===== src/rtl/round_load_sequencer.sv =====
// Round load sequencer: forwards one round of host syndromes to the decoder, then relays its results back.
// Optional result-timeout supervision is enabled by defining ROUND_LOAD_SEQ_TIMEOUT_EN.
module round_load_sequencer #(
    parameter int unsigned           DATA_WIDTH     = 32,
    parameter logic [DATA_WIDTH-1:0] TERMINATOR     = {DATA_WIDTH{1'b1}},
    parameter int unsigned           TIMEOUT_CYCLES = 65535
) (
    input  logic                  clk,
    input  logic                  reset_n,

    input  logic [DATA_WIDTH-1:0] host_in_data,
    input  logic                  host_in_valid,
    output logic                  host_in_ready,

    output logic [DATA_WIDTH-1:0] dec_in_data,
    output logic                  dec_in_valid,
    input  logic                  dec_in_ready,

    input  logic [DATA_WIDTH-1:0] dec_out_data,
    input  logic                  dec_out_valid,
    output logic                  dec_out_ready,

    output logic [DATA_WIDTH-1:0] host_out_data,
    output logic                  host_out_valid,
    input  logic                  host_out_ready,

    output logic                  busy,
    output logic [DATA_WIDTH-1:0] test_id,
    output logic [15:0]           syndrome_count,
    output logic [15:0]           test_count,
    output logic [15:0]           last_cycles,
    output logic [7:0]            last_iterations,
    output logic                  timeout_err
);

    typedef enum logic [1:0] {
        S_IDLE = 2'd0,
        S_LOAD = 2'd1,
        S_READ = 2'd2
    } state_t;

`ifdef ROUND_LOAD_SEQ_TIMEOUT_EN
    localparam bit TIMEOUT_EN = 1'b1;
`else
    localparam bit TIMEOUT_EN = 1'b0;
`endif

    // The counter value seen on the last idle S_READ cycle before the limit is reached.
    localparam logic [15:0] TIMEOUT_LAST = 16'(TIMEOUT_CYCLES - 1);

    state_t                state_q, state_d;
    logic                  run_q;
    logic [DATA_WIDTH-1:0] test_id_q, test_id_d;
    logic [15:0]           syn_cnt_q, syn_cnt_d;
    logic [15:0]           test_cnt_q, test_cnt_d;
    logic [15:0]           last_cyc_q, last_cyc_d;
    logic [7:0]            last_iter_q, last_iter_d;
    logic                  first_q, first_d;
    logic [15:0]           tmo_cnt_q, tmo_cnt_d;
    logic                  tmo_err_q, tmo_err_d;
    logic                  tmo_hit;

    // Reset release is re-timed so handshakes open only after the first clean edge.
    always_ff @(posedge clk or negedge reset_n) begin
        if (!reset_n) begin
            run_q <= 1'b0;
        end else begin
            run_q <= 1'b1;
        end
    end

    // NOTE: every register is cleared by the asynchronous reset; there is no memory array here
    // that would need to be left uninitialised, so all state restarts from a known value.
    always_ff @(posedge clk or negedge reset_n) begin
        if (!reset_n) begin
            state_q     <= S_IDLE;
            test_id_q   <= '0;
            syn_cnt_q   <= '0;
            test_cnt_q  <= '0;
            last_cyc_q  <= '0;
            last_iter_q <= '0;
            first_q     <= 1'b0;
            tmo_cnt_q   <= '0;
            tmo_err_q   <= 1'b0;
        end else begin
            // NOTE: sequential state uses non-blocking assignments so every flop samples
            // the pre-edge values; the combinational block below uses blocking ones.
            state_q     <= state_d;
            test_id_q   <= test_id_d;
            syn_cnt_q   <= syn_cnt_d;
            test_cnt_q  <= test_cnt_d;
            last_cyc_q  <= last_cyc_d;
            last_iter_q <= last_iter_d;
            first_q     <= first_d;
            tmo_cnt_q   <= tmo_cnt_d;
            tmo_err_q   <= tmo_err_d;
        end
    end

    assign tmo_hit = TIMEOUT_EN && (tmo_cnt_q == TIMEOUT_LAST);

    always_comb begin
        // NOTE: every signal written here gets a default first, so no path can infer a latch.
        state_d        = state_q;
        test_id_d      = test_id_q;
        syn_cnt_d      = syn_cnt_q;
        test_cnt_d     = test_cnt_q;
        last_cyc_d     = last_cyc_q;
        last_iter_d    = last_iter_q;
        first_d        = first_q;
        tmo_cnt_d      = '0;
        tmo_err_d      = tmo_err_q;

        host_in_ready  = 1'b0;
        dec_in_valid   = 1'b0;
        dec_in_data    = host_in_data;
        dec_out_ready  = 1'b0;
        host_out_valid = 1'b0;
        host_out_data  = dec_out_data;

        unique case (state_q)
            S_IDLE: begin
                host_in_ready = run_q;
                if (host_in_valid && run_q && (host_in_data != TERMINATOR)) begin
                    test_id_d = host_in_data;
                    syn_cnt_d = '0;
                    state_d   = S_LOAD;
                end
            end

            S_LOAD: begin
                dec_in_valid  = host_in_valid;
                host_in_ready = dec_in_ready;
                if (host_in_valid && dec_in_ready) begin
                    if (host_in_data == TERMINATOR) begin
                        state_d = S_READ;
                        first_d = 1'b1;
                    end else if (syn_cnt_q != 16'hFFFF) begin
                        syn_cnt_d = syn_cnt_q + 16'd1;
                    end
                end
            end

            S_READ: begin
                host_out_valid = dec_out_valid;
                dec_out_ready  = host_out_ready;
                if (dec_out_valid && host_out_ready) begin
                    if (first_q) begin
                        last_cyc_d  = dec_out_data[15:0];
                        last_iter_d = dec_out_data[23:16];
                        first_d     = 1'b0;
                    end
                    if (dec_out_data == TERMINATOR) begin
                        test_cnt_d = test_cnt_q + 16'd1;
                        state_d    = S_IDLE;
                    end
                end else if (tmo_hit) begin
                    tmo_err_d = 1'b1;
                    state_d   = S_IDLE;
                end else if (TIMEOUT_EN) begin
                    tmo_cnt_d = tmo_cnt_q + 16'd1;
                end
            end

            default: begin
                state_d = S_IDLE;
            end
        endcase
    end

    assign busy            = (state_q != S_IDLE);
    assign test_id         = test_id_q;
    assign syndrome_count  = syn_cnt_q;
    assign test_count      = test_cnt_q;
    assign last_cycles     = last_cyc_q;
    assign last_iterations = last_iter_q;
    assign timeout_err     = tmo_err_q;

endmodule


===== config.mk =====
export PLATFORM = sky130hd
export DESIGN_NAME = round_load_sequencer
export DESIGN_NICKNAME = d
export VERILOG_FILES = /design/src/rtl/round_load_sequencer.sv
export SDC_FILE = /design/constraint.sdc
export NUM_CORES = 1
export LEC_CHECK = 0
export ABC_CLOCK_PERIOD_IN_PS = 2009
export BUFFER_PORTS_ARGS = -buffer_cell sky130_fd_sc_hd__buf_2
export CAP_MARGIN = 15
export CORE_MARGIN = 4
export CORE_UTILIZATION = 48
export CTS_BUF_LIST = sky130_fd_sc_hd__clkbuf_4
export DETAILED_ROUTE_END_ITERATION = 16
export PLACE_DENSITY = 0.85
export SYNTH_ARGS = -nofsm -noshare
export SYNTH_HDL_FRONTEND = slang
export SYNTH_SLANG_ARGS = --single-unit
export TNS_END_PERCENT = 30

===== constraint.sdc =====
create_clock -name clk -period 2.01 [get_ports clk]
set_input_delay 0.1005 -clock clk [delete_from_list [all_inputs] [get_ports clk]]
set_output_delay 0.1005 -clock clk [all_outputs]
set_load 0.01 [all_outputs]

==> flow_summary.ini <==
[worst_setup_path]
crit_path_top_delay_cell = dlygate4sd3_1
crit_start = host_in_data[15]
worst-path-stages = 7
cp_cell_sequence = dlygate4sd3_1 -> buf_2 -> nand4_1 -> nor4_4 -> nand2_2 -> and2_4 -> mux2_1
crit_family = simple AND/OR/NAND/NOR gates
cp_num_buf_inv = 2
reg2regPathDepth = 7
cp-start-kind = input pin
crit_type = in -> reg
cp.arrival_ns = 2.27
cpPeakStageDelay_ns = 0.55
worstReg2RegStart = syndrome_count[1]
rrSetupSlack_ns = 0.14
crit_fanout = 33
endpoint = test_id[23]
required_ns = 2.34
end_kind = register
r2r-end = syndrome_count[2]

[sta]
fin_tns_setup_ns = 0
fin_crit_sh = 0.969
hold_violations = 0
fin_skew_ns = 0.0177
period_minus_slack_ns = 1.95
setup_violations = 0
fmax_ghz = 0.513
rsz0062_at_grt = false
maxSlewHeadroom = 0.603
slew_violations = 0
worstMarginPinSlew_ns = 0.595

[drt]
ant_nets = 0
drt_pass1_iterations = 4
drtIter0Drc = 211
via_per_inst = 5.13
drcViolationCount = 0
route.final.wire_length_mm = 13.2
post_drt_wl_per_cell_um = 17.1
vias = 3964

[synth]
syn-cell-area_um2 = 4780
yosys.area.top_type = dfrtp_1
yosys-top-cells-area = dfrtp_1, buf_4, mux2_4
synth_edf_count = 0
yosysMostFrequentCell = dfrtp_1
yosysSeqAreaShare = 0.481
async_flop_share = 1.00
synth-main-ff-cell = dfrtp_1
syn_nets = 476
synth_cell_types = 46
syn_inst = 404
yosys-top-cells-count = dfrtp_1, buf_4, mux2_4
synth_warnings = 0
syn_avg_cell_area_um2 = 11.8
synth_top_area_frac = 0.481
synth_seq_cells = 92

[grt]
grt_pass1_vias = 4068
grt_pass1_wl_mm = 20.7
grt-ovfl-total = 0
grt_use_total = 0.228
antenna_found_initial = 0
grt_max_degree = 42

[cells_and_area]
antenna_cells = 0
fillerInstances = 744
regArea_um2 = 2300
drive_gt1_frac = 0.504
multi_input_area_um2 = 1900
area_growth_pct = 32.7
layout.cells.non_filler = 772
layout.nets = 708

[clock_network]
clock_path_buffers = 2
clkTransAtPathRegs_ns = 0.14
clk_latency_ns = 0.45
htreeDepth = 3
numCtsBuffers = 9
root_buffer = clkbuf_4
cts_tree = yes
cts.sinks = 92
postCtsSetupBuffers = 0

[worst_hold_path]
hold_class = in -> reg

[die]
dieHeight_um = 108
ios = 228
die_w_um = 108
start_util = 0.492
die_area_um2 = 11600
rows = 36
core_um2 = 9730

[pwr]
ir_drop_v = 0.000458
leakagePower_uw = 0.00332
cellPowerDensity_nw_per_um2 = 796

[placed_design]
dpl.hpwl_mm = 9.24
routabilityCongestion = 0.863
place_inst = 699
port_buffers = 226

[flow_run]
cap_violations = 0

[run_status]
outcome = finished clean
## metal layers
metal | part of all wire | GRT usage
met3 | 0.080 | 0.0684
met5 | 0 | 0
met1 | 0.38 | 0.254
met2 | 0.52 | 0.414
met4 | 0.018 | 0.0730
## how the worst min path moves through the flow
stage,startpoint,end,slack [ns],cells past startpoint
final,dec_in_ready,state_q[0],0.09,3
after global routing,dec_in_ready,state_q[0],0.07,3
after CTS,dec_in_ready,state_q[0],0.04,3
after detailed placement,reset_n,syndrome_count[9],0.11,1
after global placement,reset_n,syndrome_count[9],0.11,1
after floorplan,reset_n,first_q,-0.20,0
## tightest hold or removal path, delay by kind of cell
family / cells / cell delay, ns
buf+inv: 1 / 0.12
compound gates: 1 / 0.16
simple gates: 1 / 0.13
## kinds of logic after synthesis
logic type / Yosys count / synth area share
mux: 59 / 0.161
buf+inv: 85 / 0.126
simple gates: 117 / 0.145
fa+ha+maj: 2 / 0.00523
flops: 92 / 0.481
xor+xnor: 15 / 0.0275
compound gates: 32 / 0.0526
other cells: 2 / 0.00157
## where the power goes
group          internal, uW  switching (uW)  leakage, uW
Clock                   264             571    0.0000562
Sequential             2230             260      0.00118
Combinational           942             792      0.00208
Total                  3430            1620      0.00332
## cell type report
type                            count  share of cell area
Tap cell                          133              0.0262
Timing Repair Buffer              299               0.292
Inverter                            7             0.00414
Clock buffer                       11              0.0130
Multi-Input combinational cell    227               0.299
Sequential cell                    92               0.363
Clock inverter                      3             0.00256
## registers in the layout (all words and copies together) (netlist names)
register	count
run_q	1
last_iterations	8
state_q	2
syndrome_count	16
last_cycles	16
test_id	32
first_q	1
test_count	16
## layout by cell type, fill, tap and decap left out, types with 2 or more instances in the layout
master,synthesis,final
buf_2,5,225
dfrtp_1,92,92
dlygate4sd3_1,0,59
mux2_4,29,29
nand4_1,25,25
mux2_2,25,25
nand2_1,21,21
nor3_1,14,14
nand3_1,13,13
buf_4,66,13
clkbuf_4,0,11
nor2_1,10,10
xor2_1,10,10
o22a_1,10,10
inv_1,7,7
nor4_2,4,6
nor4_1,8,6
o21ai_0,6,6
xnor2_1,5,5
and2_1,4,4
and3_1,4,4
a211o_1,3,3
o31ai_1,3,3
mux2_1,3,3
mux2i_1,2,2
nor2b_1,2,2
nor4_4,2,2
nor3b_1,2,2
a21o_1,2,2
ha_1,2,2
conb_1,2,2
buf_12,0,2
## metrics by stage
step	setup slack (ns)	total power (uW)	util	instance area (um^2)	hold slack (ns)
CTS	0.0763	5080	0.650	6330	0.0396
finish	0.0621	5050	0.652	6350	0.0885
global placement	0.173	4090	0.579	5640	0.110
floorplan	0.0980	3450	-	4780	-0.195
global route	0.0190	5340	0.652	6350	0.0708
detailed placement	0.108	4140	0.579	5640	0.114
## repair_timing
action | 4_1_cts | 5_1_grt
gates resized for setup | 0 | 4
hold buffers | 59 | 0
endpoints found under the setup margin | 0 | 7
endpoints found under the hold margin | 96 | 0
No activity file was read; power rests on OpenSTA's default activity.
